===== config.mk =====
export PLATFORM = sky130hd
export DESIGN_NAME = tri_bus_ctrl_flat
export DESIGN_NICKNAME = d
export VERILOG_FILES = /design/src/rtl/tri_bus_if.sv /design/src/rtl/tri_bus_ctrl.sv /design/src/flat_wrapper.sv
export SDC_FILE = /design/constraint.sdc
export NUM_CORES = 1
export LEC_CHECK = 0
export ABC_AREA = 1
export CAP_MARGIN = 5
export CORE_MARGIN = 4
export CORE_UTILIZATION = 53
export DETAILED_ROUTE_END_ITERATION = 6
export PLACE_DENSITY = 0.79
export SLEW_MARGIN = 20
export SYNTH_ARGS = -nofsm -noshare
export SYNTH_HDL_FRONTEND = slang
export SYNTH_SLANG_ARGS = --single-unit

===== constraint.sdc =====
create_clock -name clk -period 4.5 [get_ports clk]
set_input_delay 1.35 -clock clk [delete_from_list [all_inputs] [get_ports clk]]
set_output_delay 1.35 -clock clk [all_outputs]
set_load 0.01 [all_outputs]

===== src/rtl/tri_bus_if.sv =====
// Handshake and bus signals between the tri-state bus controller and its sources.
// The master modport is the controller side; the slave modport is the requesters/bus side.
interface tri_bus_if #(
  parameter int DATA_W = 1
);
  logic [3:0]        req;
  logic [3:0]        done;
  logic [DATA_W-1:0] bus_in;
  logic              s0;
  logic              s1;
  logic              e;
  logic [3:0]        gnt;
  logic [DATA_W-1:0] rx_data;
  logic              rx_valid;
  logic [1:0]        rx_src;

  modport master (
    input  req, done, bus_in,
    output s0, s1, e, gnt, rx_data, rx_valid, rx_src
  );

  modport slave (
    output req, done, bus_in,
    input  s0, s1, e, gnt, rx_data, rx_valid, rx_src
  );
endinterface


===== src/rtl/tri_bus_ctrl.sv =====
// Round-robin owner select for a 4-source tri-state bus, with bounded hold,
// a turnaround cycle between owners, and capture of the resolved bus value.
//
// state | meaning
// IDLE  | no owner; arbitrate on the next edge when any request is present
// GRANT | one source drives the bus; capture every edge until an exit condition
// TURN  | single dead cycle, all drivers off, before re-arbitration
module tri_bus_ctrl #(
  parameter int DATA_W   = 1,
  parameter int HOLD_MAX = 4
) (
  input  logic      clk,
  input  logic      rst,
  tri_bus_if.master bus
);

  localparam int HW = $clog2(HOLD_MAX) + 1;
  localparam logic [HW-1:0] HCNT_LAST = HW'(HOLD_MAX - 1);

  typedef enum logic [1:0] {IDLE, GRANT, TURN} state_t;

  state_t            state_q, state_d;
  logic [1:0]        sel_q, sel_d;
  logic              e_q, e_d;
  logic [3:0]        gnt_q, gnt_d;
  logic [1:0]        ptr_q, ptr_d;
  logic [HW-1:0]     hcnt_q, hcnt_d;
  logic [DATA_W-1:0] rx_data_q, rx_data_d;
  logic              rx_valid_q, rx_valid_d;
  logic [1:0]        rx_src_q, rx_src_d;

  logic [1:0] win;
  logic       found;
  logic [1:0] idx;
  logic       owner_exit;

  // First requesting source starting at ptr and wrapping modulo 4.
  always_comb begin
    win   = ptr_q;
    found = 1'b0;
    idx   = 2'd0;
    for (int i = 0; i < 4; i++) begin
      idx = ptr_q + 2'(i);
      if (!found && bus.req[idx]) begin
        win   = idx;
        found = 1'b1;
      end
    end
  end

  assign owner_exit = bus.done[sel_q] || !bus.req[sel_q] || (hcnt_q == HCNT_LAST);

  always_comb begin
    state_d    = state_q;
    sel_d      = sel_q;
    e_d        = e_q;
    gnt_d      = gnt_q;
    ptr_d      = ptr_q;
    hcnt_d     = hcnt_q;
    rx_data_d  = rx_data_q;
    rx_valid_d = 1'b0;
    rx_src_d   = rx_src_q;
    case (state_q)
      IDLE: begin
        if (found) begin
          sel_d   = win;
          e_d     = 1'b1;
          gnt_d   = 4'b0001 << win;
          hcnt_d  = '0;
          state_d = GRANT;
        end
      end
      GRANT: begin
        rx_data_d  = bus.bus_in;
        rx_src_d   = sel_q;
        rx_valid_d = 1'b1;
        hcnt_d     = hcnt_q + HW'(1);
        if (owner_exit) begin
          e_d     = 1'b0;
          gnt_d   = 4'b0000;
          ptr_d   = sel_q + 2'd1;
          state_d = TURN;
        end
      end
      TURN: begin
        state_d = IDLE;
      end
      default: begin
        state_d = IDLE;
        e_d     = 1'b0;
        gnt_d   = 4'b0000;
      end
    endcase
  end

  always_ff @(posedge clk) begin
    if (rst) begin
      state_q    <= IDLE;
      sel_q      <= 2'd0;
      e_q        <= 1'b0;
      gnt_q      <= 4'b0000;
      ptr_q      <= 2'd0;
      hcnt_q     <= '0;
      rx_data_q  <= '0;
      rx_valid_q <= 1'b0;
      rx_src_q   <= 2'd0;
    end else begin
      state_q    <= state_d;
      sel_q      <= sel_d;
      e_q        <= e_d;
      gnt_q      <= gnt_d;
      ptr_q      <= ptr_d;
      hcnt_q     <= hcnt_d;
      rx_data_q  <= rx_data_d;
      rx_valid_q <= rx_valid_d;
      rx_src_q   <= rx_src_d;
    end
  end

  assign bus.s0       = sel_q[0];
  assign bus.s1       = sel_q[1];
  assign bus.e        = e_q;
  assign bus.gnt      = gnt_q;
  assign bus.rx_data  = rx_data_q;
  assign bus.rx_valid = rx_valid_q;
  assign bus.rx_src   = rx_src_q;

endmodule


===== src/flat_wrapper.sv =====
// flat-port wrapper written by rule: the top's interface ports become plain ports
module tri_bus_ctrl_flat 
#(
  parameter int DATA_W   = 1,
  parameter int HOLD_MAX = 4
)
  (clk, rst, bus_req, bus_done, bus_bus_in, bus_s0, bus_s1, bus_e, bus_gnt, bus_rx_data, bus_rx_valid, bus_rx_src);
  tri_bus_if #(.DATA_W(DATA_W)) bus_i ();
  input  logic clk;
  input  logic rst;
  input wire logic [$bits(bus_i.req)-1:0] bus_req;
  input wire logic [$bits(bus_i.done)-1:0] bus_done;
  input wire logic [$bits(bus_i.bus_in)-1:0] bus_bus_in;
  output wire logic [$bits(bus_i.s0)-1:0] bus_s0;
  output wire logic [$bits(bus_i.s1)-1:0] bus_s1;
  output wire logic [$bits(bus_i.e)-1:0] bus_e;
  output wire logic [$bits(bus_i.gnt)-1:0] bus_gnt;
  output wire logic [$bits(bus_i.rx_data)-1:0] bus_rx_data;
  output wire logic [$bits(bus_i.rx_valid)-1:0] bus_rx_valid;
  output wire logic [$bits(bus_i.rx_src)-1:0] bus_rx_src;
  assign bus_i.req = bus_req;
  assign bus_i.done = bus_done;
  assign bus_i.bus_in = bus_bus_in;
  assign bus_s0 = bus_i.s0;
  assign bus_s1 = bus_i.s1;
  assign bus_e = bus_i.e;
  assign bus_gnt = bus_i.gnt;
  assign bus_rx_data = bus_i.rx_data;
  assign bus_rx_valid = bus_i.rx_valid;
  assign bus_rx_src = bus_i.rx_src;
  tri_bus_ctrl #(.DATA_W(DATA_W), .HOLD_MAX(HOLD_MAX)) u_core (.clk(clk), .rst(rst), .bus(bus_i));
endmodule

==> results of run 1 <==
==> state kept, by name, indices dropped and copies added (netlist names) <==
signal               count
u_core.bus.gnt           4
u_core.sel_q             2
u_core.hcnt_q            3
u_core.bus.e             1
u_core.state_q           2
u_core.bus.rx_data       1
u_core.bus.rx_valid      1
u_core.bus.rx_src        2
u_core.ptr_q             2
==> critical path, delay by kind of cell <==
kind | cells | cell delay [ns]
and+or+nand+nor | 7 | 0.61
buffers and inverters | 3 | 0.70
AOI/OAI and AO/OA | 2 | 0.37
==> power by group <==
group | switching (mW) | leakage (nW) | internal, mW | total [mW]
Sequential | 0.0445 | 0.148 | 0.212 | 0.256
Clock | 0.0446 | 0.0138 | 0.0311 | 0.0757
Combinational | 0.309 | 0.441 | 0.190 | 0.498
Total | 0.398 | 0.603 | 0.433 | 0.830
==> cells by family (layout without fill, tap and decap cells) <==
| kind of cell | after synthesis | after routing |
|---|---|---|
| compound gates | 24 | 24 |
| xor+xnor | 1 | 1 |
| fa+ha+maj | 2 | 2 |
| buf+inv | 19 | 40 |
| flops | 18 | 18 |
| simple gates | 105 | 105 |
==> cells in the mapped netlist <==
master and number:
o21ai_4 1, dfxtp_1 18, xor2_1 1, ha_1 2, a21oi_1 12, nand3_1 15
o211ai_1 2, nand2_2 5, clkbuf_1 1, inv_2 3, inv_1 13, buf_6 1
o32ai_1 1, nand2_1 66, buf_4 1, nor2_1 14, nand4_1 3, a211oi_1 1
nor2_4 1, o21ai_0 7, nand3_2 1
==> metal layers <==
layer	wire length, um	part of all wire	up-vias	track usage
met3	152	0.061	2	0.0507
met1	1170	0.47	515	0.264
met5	0	0	-	0
met4	17	0.0068	0	0.0681
li1	-	-	593	-
met2	1150	0.46	48	0.329
==> metrics by stage <==
stage                     cells  hold WS [ns]  instance area [um2]
after CTS                   215         0.470                 1310
after global placement      212         0.448                 1280
final                       215         0.467                 1310
after detailed placement    212         0.457                 1280
after floorplan             169         0.432                 1070
after global routing        215         0.493                 1310
==> area by class of cell <==
cell class | instances | area (um2)
clock buffers | 3 | 22.5
well taps | 25 | 31.3
flip-flops and latches | 18 | 360
fillers | 159 | 513
inverters | 16 | 60.1
multi-input cells | 132 | 623
repair buffers | 21 | 210
==> worst paths after layout <==
kind	startpoint	to	slack (ns)	cells after the start
max	bus_req[2]	u_core.bus.gnt[3]	1.67	12
min	u_core.bus.e	u_core.bus.e	0.47	2
max reg2reg	u_core.ptr_q[0]	u_core.bus.gnt[3]	2.50	10
min reg2reg	u_core.bus.e	u_core.bus.e	0.47	2
==> reports/metrics.yaml, run 1 <==
run_status:
  run_status: "finished clean"
yosys:
  synth_simple_gate_area_share: 0.419
  synthMuxAreaShare: 0
  yosysSeqAreaShare: 0.338
  synth_xor_area_frac: 0.00822
  synthTopCellsByArea: "dfxtp_1, nand2_1, nand3_1"
  synth_top_area_cell: "dfxtp_1"
  synth_top_area_share: 0.338
  syn_area_um2: 1070
  synthAdderAreaFrac: 0.0235
  synthCells: 169
  synth_compound_area_frac: 0.134
  ys_types: 21
  ys_seq_elements: 18
  avgSynthCellArea_um2: 6.31
  synth_top_family_by_area: "simple AND/OR/NAND/NOR gates"
  syn-num-nets: 182
  ys.warnings.count: 0
critical_path:
  crit_path_frequent_cell: "nand2_1"
  slowest_delay_ns: 0.49
  slowest_stage: "clkdlybuf4s50_1"
  required_ns: 4.71
  crit_fanout: 7
  path_cells: "clkdlybuf4s50_1 -> inv_1 -> nand2_1 -> nand2_1 -> nand2_1 -> nand2_1 -> nand3_2 -> o21ai_4 -> inv_2 -> nor2_4 -> nand2_1 -> a21oi_1"
  cp_data_arrival_time_ns: 3.04
  crit_path_start_kind: "input port"
  end_kind: "register"
  path_class: "input port to register"
final_layout:
  nets: 205
  post-route-util: 0.718
  layout_commonest_cell: "nand2_1"
  final_cell_mix: "nand2_1, clkdlybuf4s50_1, dfxtp_1"
  antennaDiodeCount: 0
  syn_to_final_growth_pct: 22.7
  drive_gt1_frac: 0.0737
sta:
  fin_setup_tns_ns: 0
  min_period_over_period: 0.629
  hold_viol_final: 0
  finalCriticalPeriod_ns: 2.83
  setup_viol: 0
  finalMaxSlewViolations: 0
  worst_slack_ns: 1.67
  skew_ns: 0.00595
  rsz0062_at_grt: "false"
  fmax_mhz: 353
  worstMarginPinSlew_ns: 0.516
  max_slew_margin: 0.655
detailed_routing:
  ant_nets: 0
  wirelength_um: 2490
  drcViolationCount: 0
  wl_per_cell_um: 11.6
  via_per_inst: 5.39
  drt_first_iter_violations: 31
  vias: 1158
  drt_pass1_iterations: 4
power:
  total_power_mw: 0.830
  powerDensity_nw_per_um2: 635
  power.static_leakage_nw: 0.603
  ir_drop_mv: 0.415
floorplan:
  die-area_um2: 2790
  dieWidth_um: 52.9
  start_util: 0.586
  die_h_um: 52.9
  coreArea_um2: 1820
  row_count: 15
  io_pins: 22
global_route:
  grt_pass1_wl_um: 4280
  grt_max_degree: 14
  grt_overflow_total: 0
  antenna_found_initial: 0
  grt_usage: 0.204
  grt_pass1_vias: 1030
clock_tree:
  tritoncts: "built"
  root_buffer: "clkbuf_4"
  cts.hold.buffers_added: 0
  htreeDepth: 1
  path_clk_slew_ns: 0.09
  cts_buffer_depth: 2
  post_cts_buffers: 0
  clk_latency_ns: 0.28
  cts.sinks: 18
  ctsResizeCount: 0
  cts_buffers: 3
placement:
  dp_slack_ns: 1.40
  port_buffers: 21
  dp_hpwl_um: 1890
  place_congestion: 0.848
worst_hold_path:
  hold_class: "register to register"
job:
  maxCapViolCount: 0
No activity file was read; power rests on OpenSTA's default activity.
==> inputs of run 2 (changes only) <==
--- a/config.mk
+++ b/config.mk
@@ -8,9 +8,9 @@
 export ABC_AREA = 1
 export CAP_MARGIN = 5
 export CORE_MARGIN = 4
-export CORE_UTILIZATION = 53
+export CORE_UTILIZATION = 45
 export DETAILED_ROUTE_END_ITERATION = 6
-export PLACE_DENSITY = 0.79
+export PLACE_DENSITY = 0.71
 export SLEW_MARGIN = 20
 export SYNTH_ARGS = -nofsm -noshare
 export SYNTH_HDL_FRONTEND = slang
==> constraint.sdc (replaced) <==
create_clock -name clk -period 2.36 [get_ports clk]
set_input_delay 0.708 -clock clk [delete_from_list [all_inputs] [get_ports clk]]
set_output_delay 0.708 -clock clk [all_outputs]
set_load 0.01 [all_outputs]
==> reports/metrics.yaml, run 2 (synthesis gave the netlist of run 1 again) <==
detailed_routing:
  ant_nets: 0
  vias: 1119
  drt_pass1_iterations: 4
  via_per_inst: 5.04
  wl_per_cell_um: 11.2
  wirelength_um: 2480
  drt_first_iter_violations: 27
  drcViolationCount: 0
final_layout:
  nets: 208
  antennaDiodeCount: 0
  largest_register_ff_count: 4
  drive_gt1_frac: 0.0928
  layout_commonest_cell: "nand2_1"
  syn_to_final_growth_pct: 26.4
  final_area_um2: 1350
  final_cell_mix: "nand2_1, clkdlybuf4s50_1, dfxtp_1"
global_route:
  grt_usage: 0.163
  grt_max_degree: 13
  gr-usage-met2: 0.264
  grt_pass1_wl_um: 4320
  grt_use_met3: 0.0230
  top_usage_layer: "met2"
  grt_overflow_total: 0
  met1_usage: 0.216
  grt_pass1_vias: 1029
  antenna_found_initial: 0
critical_path:
  crit_path_frequent_cell: "nand2_1"
  endpoint: "u_core.bus.gnt[1]"
  path_class: "input port to register"
  path_cells: "clkdlybuf4s50_1 -> nand2_1 -> nand2_1 -> nand2_1 -> nand2_2 -> nand4_1 -> nand2_1 -> nand2_1 -> nor2_1 -> nand2_1 -> a21oi_1"
  reg2reg_to: "u_core.bus.gnt[1]"
  slowest_delay_ns: 0.54
  end_kind: "register"
  crit_start: "bus_req[0]"
  rr_startpoint: "u_core.ptr_q[0]"
  ff2ff_path_depth: 11
  slowest_stage: "clkdlybuf4s50_1"
  reg2reg_slack_ns: 0.62
  required_ns: 2.57
  crit_fanout: 4
  cp_data_arrival_time_ns: 2.33
  crit_path_start_kind: "input port"
sta:
  max_slew_margin: 0.709
  finalCriticalPeriod_ns: 2.12
  worstMarginPinSlew_ns: 0.436
  rsz0062_at_grt: "false"
  skew_ns: 0.00228
  min_period_over_period: 0.896
  fin_setup_tns_ns: 0
  whs_ns: 0.467
  setup_viol: 0
  finalMaxSlewViolations: 0
  fmax_mhz: 473
  hold_viol_final: 0
clock_tree:
  clk_latency_ns: 0.28
  path_clk_slew_ns: 0.10
  ctsResizeCount: 0
  tritoncts: "built"
  cts_buffer_depth: 2
  htreeDepth: 1
  cts.sinks: 18
  cts.hold.buffers_added: 0
  cts_buffers: 3
  root_buffer: "clkbuf_4"
  post_cts_buffers: 0
power:
  p_comb_frac: 0.605
  switching_share: 0.464
  intPower_mw: 0.887
  power.static_leakage_nw: 0.624
  pwr-share-seq: 0.284
  total_power_mw: 1.66
  switching_power_mw: 0.768
  ir_drop_mv: 0.675
  powerDensity_nw_per_um2: 1230
  p_clk_frac: 0.111
floorplan:
  coreArea_um2: 2230
  dieWidth_um: 56.7
  die_h_um: 56.7
  start_util: 0.477
  die-area_um2: 3210
  row_count: 17
  io_pins: 22
worst_hold_path:
  hold_class: "register to register"
placement:
  port_buffers: 21
  dp_hpwl_um: 1970
  place_congestion: 0.936
  place_area_um2: 1310
job:
  maxCapViolCount: 0
run_status:
  run_status: "finished clean"
## run 2: changes by cell type in the layout (fill, tap and decap cells not counted)
cell	delta
clkbuf_8	+1
buf_4	+3
## run 2: worst min path at each step
| stage | start | endpoint | slack (ns) | cells past startpoint |
|---|---|---|---|---|
| 2_1_floorplan | u_core.hcnt_q[0] | u_core.hcnt_q[0] | 0.43 | 1 |
| 3_3_place_gp | u_core.hcnt_q[0] | u_core.hcnt_q[0] | 0.44 | 1 |
| 3_5_place_dp | u_core.bus.e | u_core.bus.e | 0.46 | 2 |
| 4_1_cts | u_core.bus.e | u_core.bus.e | 0.47 | 2 |
| 5_1_grt | u_core.bus.e | u_core.bus.e | 0.50 | 2 |
| 6_report | u_core.bus.e | u_core.bus.e | 0.47 | 2 |
## run 2: layer usage
layer	wire length, um	up-vias
li1	-	594
met1	1170	491
met2	1180	28
met3	75	6
met4	54	0
met5	0	-
## run 2: cell type report
cell class              count  area, um2
repair buffers             24        233
well taps                  28       35.0
flip-flops and latches     18        360
inverters                  16       60.1
multi-input cells         132        623
fillers                   240        886
clock buffers               4       36.3
## run 2: critical path: cells and delay by family
family                 cells  cell delay, ns
AO/OA/AOI/OAI              1            0.14
AND/OR/NAND/NOR            9            0.94
buffers and inverters      1            0.54
## run 2: power groups by stage
| stage | logic [mW] | registers [mW] | clock network (mW) |
|---|---|---|---|
| floorplan | 0.663 | 0.500 | 0 |
| global placement | 0.992 | 0.473 | 0 |
| detailed placement | 1.00 | 0.478 | 0 |
| CTS | 1.01 | 0.471 | 0.188 |
| global route | 1.15 | 0.485 | 0.204 |
| finish | 1.00 | 0.471 | 0.184 |
## run 2: metrics by stage
step	cells	util	setup WS [ns]
after floorplan	169	-	0.637
final	222	0.603	0.245
after global routing	222	0.603	0.0660
after CTS	222	0.603	0.254
after detailed placement	218	0.587	-0.0416
after global placement	218	0.587	-0.0325
==> inputs of run 3 (changes only) <==
--- a/config.mk
+++ b/config.mk
@@ -8,9 +8,9 @@
 export ABC_AREA = 1
 export CAP_MARGIN = 5
 export CORE_MARGIN = 4
-export CORE_UTILIZATION = 45
+export CORE_UTILIZATION = 28
 export DETAILED_ROUTE_END_ITERATION = 6
-export PLACE_DENSITY = 0.71
+export PLACE_DENSITY = 0.48
 export SLEW_MARGIN = 20
 export SYNTH_ARGS = -nofsm -noshare
 export SYNTH_HDL_FRONTEND = slang
==> reports/metrics.yaml, run 3 (synthesis gave the netlist of run 1 again) <==
clock_tree:
  cts.hold.buffers_added: 0
  path_clk_slew_ns: 0.07
  cts_buffer_depth: 2
  htreeDepth: 1
  cts.sinks: 18
  tritoncts: "built"
  post_cts_buffers: 0
  clk_latency_ns: 0.25
  ctsResizeCount: 0
  cts_buffers: 3
  root_buffer: "clkbuf_8"
detailed_routing:
  ant_nets: 0
  drt_first_iter_violations: 76
  vias: 1145
  drt_pass1_iterations: 4
  drcViolationCount: 0
  wirelength_um: 2720
  wl_per_cell_um: 11.1
  via_per_inst: 4.67
critical_path:
  end_kind: "register"
  cp_top_family: "simple AND/OR/NAND/NOR gates"
  path_class: "input port to register"
  crit_path_start_kind: "input port"
  slowest_delay_ns: 0.49
  path_cells: "clkdlybuf4s50_1 -> inv_1 -> nand2_1 -> nand2_1 -> nand2_1 -> nand2_1 -> nand4_1 -> nand2_1 -> nand2_1 -> nor2_1 -> nand2_1 -> a21oi_1"
  crit_fanout: 4
  crit_path_frequent_cell: "nand2_1"
  required_ns: 2.54
  path_buf_inv: 2
  slowest_stage: "clkdlybuf4s50_1"
  cp_data_arrival_time_ns: 2.32
global_route:
  grt_pass1_vias: 1093
  antenna_found_initial: 0
  grt_pass1_wl_um: 4820
  grt_overflow_total: 0
  grt_max_degree: 13
  grt_usage: 0.120
power:
  powerDensity_nw_per_um2: 1250
  ir_drop_mv: 0.432
  power.static_leakage_nw: 0.647
final_layout:
  final_cell_mix: "nand2_1, clkdlybuf4s50_1, dfxtp_1"
  syn_to_final_growth_pct: 32.6
  finalNonFillerCells: 245
  largest_register_ff_count: 4
  nets: 211
  antennaDiodeCount: 0
  seqCellArea_um2: 360
  multi_input_area_um2: 623
  fillers: 410
  drive_gt1_frac: 0.107
  layout_commonest_cell: "nand2_1"
placement:
  place_congestion: 0.760
  dp_hpwl_um: 2220
  dp.cells: 241
  port_buffers: 21
worst_hold_path:
  hold_class: "register to register"
sta:
  setup_viol: 0
  fmax_mhz: 468
  skew_ns: 0.00323
  max_slew_margin: 0.689
  rsz0062_at_grt: "false"
  finalMaxSlewViolations: 0
  hold_viol_final: 0
  whs_ns: 0.461
  finalCriticalPeriod_ns: 2.14
  min_period_over_period: 0.906
  worstMarginPinSlew_ns: 0.464
run_status:
  run_status: "finished clean"
floorplan:
  die-area_um2: 4860
  row_count: 22
  io_pins: 22
  start_util: 0.291
  coreArea_um2: 3660
  die_h_um: 69.7
  dieWidth_um: 69.7
job:
  maxCapViolCount: 0
[run 3: cell count changes in the layout (fill, tap and decap cells not counted)]
cell / change
buf_4: +3
clkbuf_8: +3
clkbuf_4: -3
[run 3: through the flow]
step	TNS, ns	setup slack [ns]	util	power [mW]	cell area (um2)
after floorplan	0	0.637	-	1.16	1070
after global placement	-0.0348	-0.0195	0.371	1.52	1360
after detailed placement	-0.0326	-0.0250	0.371	1.53	1360
after CTS	0	0.220	0.386	1.78	1410
after global routing	0	0.0102	0.386	1.95	1410
final	0	0.223	0.386	1.76	1410
[run 3: final timing paths]
kind	to	depth (start not counted)	slack [ns]	start
worst max-delay path	u_core.bus.gnt[1]	12	0.22	bus_req[3]
worst min-delay path	u_core.hcnt_q[0]	1	0.46	u_core.hcnt_q[0]
worst max register to register	u_core.bus.gnt[1]	11	0.61	u_core.ptr_q[1]
worst min register to register	u_core.hcnt_q[0]	1	0.46	u_core.hcnt_q[0]
[run 3: layer usage]
metal  GRT usage  vias up  share of wire  wire [um]
li1            -      601              -          -
met1       0.146      526           0.46       1250
met2       0.207       14           0.49       1350
met3      0.0217        4          0.030         81
met4      0.0489        0          0.014         38
met5           0        -              0          0
[run 3: area by class of cell]
cell class / instances / share of cell area
Clock buffer: 4 / 0.0389
Inverter: 16 / 0.0425
Multi-Input combinational cell: 132 / 0.441
Sequential cell: 18 / 0.255
Tap cell: 48 / 0.0425
Timing Repair Buffer: 27 / 0.181
[run 3: power by group]
group	internal [mW]	leakage, nW	total [mW]	switching (mW)
sequential	0.404	0.148	0.471	0.0668
clock	0.148	0.0288	0.248	0.0999
combinational	0.417	0.470	1.04	0.627
total	0.969	0.647	1.76	0.794
